[src/rtl/expr_chk_pkg.sv]
// Shared types and constants for the expression result checker.
package expr_chk_pkg;

  typedef enum logic [1:0] {
    ST_IDLE = 2'd0,
    ST_RUN  = 2'd1,
    ST_DONE = 2'd2
  } state_t;

  localparam logic [31:0] MISR_POLY = 32'h04C11DB7;
  localparam logic [31:0] MISR_SEED = 32'hFFFFFFFF;

  localparam int unsigned Y_W_DEF   = 90;
  localparam int unsigned CNT_W_DEF = 16;

endpackage

[src/rtl/expr_misr32.sv]
// 32-bit MISR compacting a wide result vector folded to 32 bits.
module expr_misr32
  import expr_chk_pkg::*;
#(
  parameter int unsigned Y_W = Y_W_DEF
) (
  input  logic           clk,
  input  logic           rst_n,
  input  logic           clr,
  input  logic           en,
  input  logic [Y_W-1:0] din,
  output logic [31:0]    sig
);

  localparam int unsigned NS = (Y_W + 31) / 32;
  localparam int unsigned PW = NS * 32;

  logic [PW-1:0] padded;
  logic [31:0]   fold;
  logic [31:0]   sig_nx;

  assign padded = PW'(din);

  // XOR of all 32-bit slices; the top slice is zero-padded by the cast above
  always_comb begin
    fold = '0;
    for (int unsigned i = 0; i < NS; i++) begin
      fold = fold ^ padded[i*32 +: 32];
    end
  end

  assign sig_nx = {sig[30:0], 1'b0} ^ (sig[31] ? MISR_POLY : 32'h0) ^ fold;

  always_ff @(posedge clk or negedge rst_n) begin
    if (!rst_n) begin
      sig <= MISR_SEED;
    end else if (clr) begin
      sig <= MISR_SEED;
    end else if (en) begin
      sig <= sig_nx;
    end
  end

endmodule

[config.mk]
export PLATFORM = sky130hd
export DESIGN_NAME = expr_misr32
export DESIGN_NICKNAME = d
export VERILOG_FILES = /design/src/rtl/expr_chk_pkg.sv /design/src/rtl/expr_misr32.sv
export SDC_FILE = /design/constraint.sdc
export NUM_CORES = 1
export LEC_CHECK = 0
export ABC_AREA = 1
export BUFFER_PORTS_ARGS = -buffer_cell sky130_fd_sc_hd__buf_4
export CAP_MARGIN = 20
export CORE_ASPECT_RATIO = 0.75
export CORE_MARGIN = 2
export CORE_UTILIZATION = 50
export CTS_CLUSTER_SIZE = 30
export DETAILED_ROUTE_END_ITERATION = 7
export PLACE_DENSITY = 0.87
export SKIP_CTS_REPAIR_TIMING = 1
export SYNTH_ARGS = -nofsm -noshare
export SYNTH_HDL_FRONTEND = slang
export SYNTH_SLANG_ARGS = --single-unit
[constraint.sdc]
create_clock -name clk -period 1.95 [get_ports clk]
set_input_delay 0.39 -clock clk [delete_from_list [all_inputs] [get_ports clk]]
set_output_delay 0.39 -clock clk [all_outputs]
set_load 0.1 [all_outputs]
-- After elaboration in Yosys (flattened, before gate mapping)
Cells that the tools add are included.
- flip-flop bits (word level): 32
- multiplexer cells: 3
- bitwise logic cells: 4
- reduce and logical (&&, ||, !) cells: 1
- operators by type and width (operator ; number):
    2-to-1 mux 32 bit ; 2
    XOR 32 bit ; 2
    XOR 32 x 26 -> 32 bit ; 1
    XOR 32 x 27 -> 32 bit ; 1
    2-to-1 mux 27 bit ; 1
    nonzero test 2 bit ; 1

-- Logic depth before layout (Yosys ltp)
- depth after elaboration: 5
- gate-level depth with buffers: 9
- gate-level depth less buffers: 9

-- Worst setup path after synthesis
Ideal clock, no wire load.
- kind: register to register
- start: reg sig[31]
- end: reg sig[26]
- path slack: 305 ps
- setup time: 78 ps
- required time: 1872 ps
- clock period less this slack: 1645 ps
- stages on the path, launching flop included: 7
- arrival time: 1567 ps
- path through: dfstp_2 -> buf_6 -> buf_12 -> xnor2_1 -> nor2_1 -> o22ai_1 -> inv_1
- word-level cells in the longest chain between the ends: 5
- RTL lines (what ; line ; text):
    from (decl) ; expr_misr32.sv:12 ; output logic [31:0] sig
    from (signal assigned) ; expr_misr32.sv:40 ; sig <= sig_nx;
    2-to-1 mux 27 bit ; expr_misr32.sv:32 ; assign sig_nx = {sig[30:0], 1'b0} ^ (sig[31] ? MISR_POLY : 32'h0) ^ fold;
    XOR 32 x 27 -> 32 bit ; expr_misr32.sv:32 ;
    XOR 32 bit ; expr_misr32.sv:32 ;
    2-to-1 mux 32 bit ; expr_misr32.sv:39 ; end else if (en) begin
    2-to-1 mux 32 bit ; expr_misr32.sv:37 ; end else if (clr) begin
Every way passes these cells. The select of a mux whose other input is x is not followed.
A chain may end at the register's enable or synchronous reset.

-- Worst setup path in the final report
- start: reg sig[31]
- end: out sig[31]
No word-level cell between the ends.

==> impl_metrics.yaml <==
cts:
  clock_path_buffers: 2
  insertion_delay_ns: 0.29
  cts_sinks: 32
  path_clk_slew_ns: 0.07
  cts_inserted_buffers: 5
  htreeDepth: 2
  root_buffer: "clkbuf_8"
  cts_tree: "done"
critical_path:
  critical_path_class: "flop to output port"
  end_kind: "output port"
  cp_slowest_stage_delay_ns: 0.72
  worstPathArrival_ns: 1.36
  crit_buf_inv: 1
  startpoint_type: "flop"
  crit_required_ns: 1.56
  reg2reg_setup_slack_ns: 0.43
  path_max_fanout: 10
  rr_worst_depth: 6
  path_cells: "buf_4"
  path_delay_family: "flip-flops"
  reg2reg_from: "sig[31]$_DFFE_PN1P_"
  worst_path_max_delay_cell: "dfstp_2"
  cp_num_cells: 1
  rr_endpoint: "sig[23]$_DFFE_PN1P_"
place:
  dpl-instance-area_mm2: 0.00367
  place_congestion: 0.742
  place_ws_ns: 0.425
  portBuffers: 125
  hpwl_mm: 5.31
floorplanning:
  core_mm2: 0.00524
  dieArea_mm2: 0.00596
  die_x_um: 88.5
  rows: 23
  die_h_um: 67.3
  initial_core_util_pct: 51.1
  io_pins: 126
timing:
  slew_headroom_pct: 72.3
  maxSlewViolCount: 0
  fin_tns_setup_ns: 0
  worstMarginPinSlew_ns: 0.415
  post-route-period-util_pct: 89.7
  timing.hold.ws_ns: 0.326
  fin_ws_ns: 0.201
  fin_crit_ns: 1.75
  setup-violations-final: 0
  max_freq_mhz: 572
  fin_skew_ns: 0.00666
  rsz0062_at_grt: "false"
  hold_viol: 0
route:
  avgRoutedWirePerCell_um: 11.0
  final_antenna_net_count: 0
  vias_per_cell: 4.73
  vias: 2811
  drtIter0Drc: 100
  dr.pass1.iters: 4
  drc: 0
  wl_mm: 6.52
yosys:
  syn_nets: 484
  synth_warnings: 0
  synth_area_mm2: 0.00268
  synth.distinct_cells: 19
  ys_seq_area_share_pct: 31.4
  syn_inst: 390
  ys_ff_latch: 32
  postSynthAreaPerCell_um2: 6.86
power:
  fin_total_pwr_uw: 3390
  p_per_area_mw_per_mm2: 899
  power.leakage_uw: 0.00202
  vdd_ir_drop_max_mv: 0.544
min_path:
  worstHoldPathType: "input port to asynchronous set/reset pin"
grt:
  overflow: 0
  grtUsageTotal_pct: 22.1
  grt_pass1_vias: 2451
  grt_antenna_before_repair: 0
  grt_pass1_wl_mm: 10.3
  grt_max_degree: 33
job:
  cap_violations: 0
cells_and_area:
  seq_area_um2: 841
  regMostFlops: "sig"
  nFillCells: 446
  largest_reg_flops: 32
  design_area_mm2: 0.00377
  reg_top3: "sig: 32 flops"
  multi_input_area_mm2: 0.00149
  area_growth_pct: 40.8
  drive_gt1_share_pct: 34.5
  diodes: 0
  fin_nets: 612
status:
  outcome: "completed"
-- synth_stat cells --
master | instances | area share [%]
a21oi_1 | 9 | 1.7
buf_12 | 1 | 0.75
buf_2 | 4 | 0.75
buf_4 | 1 | 0.28
buf_6 | 1 | 0.42
clkbuf_1 | 1 | 0.14
dfstp_2 | 32 | 31
inv_1 | 76 | 11
nand2_1 | 106 | 15
nand3_1 | 40 | 7.5
nor2_1 | 35 | 4.9
nor2_2 | 1 | 0.23
o21ai_0 | 13 | 2.4
o22ai_1 | 7 | 1.6
or2_0 | 1 | 0.23
or2_2 | 2 | 0.47
xnor2_1 | 38 | 12
xnor2_2 | 7 | 4.3
xor2_1 | 15 | 4.9
-- worst max path at each step --
stage / startpoint / end / slack [ns]
finish: sig[31]$_DFFE_PN1P_ / sig[31] / 0.20
global route: sig[31]$_DFFE_PN1P_ / sig[31] / 0.16
CTS: sig[31]$_DFFE_PN1P_ / sig[31] / 0.19
detailed placement: sig[31]$_DFFE_PN1P_ / sig[23]$_DFFE_PN1P_ / 0.42
global placement: sig[31]$_DFFE_PN1P_ / sig[23]$_DFFE_PN1P_ / 0.49
floorplan: sig[31]$_DFFE_PN1P_ / sig[26]$_DFFE_PN1P_ / 0.30
-- area by class of cell --
class,instances,area share (%)
clock buffers,6,2.19
clock inverters,2,0.266
inverters,76,7.57
multi-input cells,274,39.5
flip-flops and latches,32,22.3
well taps,75,2.49
repair buffers,129,25.7
-- report_power, final --
group          internal, uW  total [uW]  switching, uW
combinational           577        1840           1260
clock                   281         530            249
sequential              862        1020            154
total                  1720        3390           1670
-- placed cells by master (no fill, tap or decap), drive strengths merged --
cell type,Yosys,final
xor2,15,15
o22ai,7,7
o21ai,13,13
a21oi,9,9
dfstp,32,32
clkinv,0,2
nand3,40,40
inv,76,76
buf,7,129
nor2,36,36
or2,3,3
nand2,106,106
xnor2,45,45
clkbuf,1,6
-- stage by stage --
| step | std cells | utilization, % |
|---|---|---|
| 2_1_floorplan | 390 | - |
| 3_3_place_gp | 586 | 70.2 |
| 3_5_place_dp | 586 | 70.2 |
| 4_1_cts | 594 | 71.9 |
| 5_1_grt | 594 | 71.9 |
| 6_report | 594 | 71.9 |
-- layer usage --
layer  vias up  wire length [um]  track usage (%)
li1       1427                 -                -
met1      1290              2780             26.6
met2        89              3160             39.8
met3         5               529             6.36
met4         0                47             4.36
met5         -                 0                0
-- logic make-up (layout without fill, tap and decap cells) --
family / count (synthesis) / count (layout) / synth area share (%)
AND/OR/NAND/NOR: 185 / 185 / 28.2
buffers and inverters: 84 / 213 / 13.0
AO/OA/AOI/OAI: 29 / 29 / 5.75
flip-flops: 32 / 32 / 31.4
XOR/XNOR: 60 / 60 / 21.6
(Power assumes the default switching activity.)
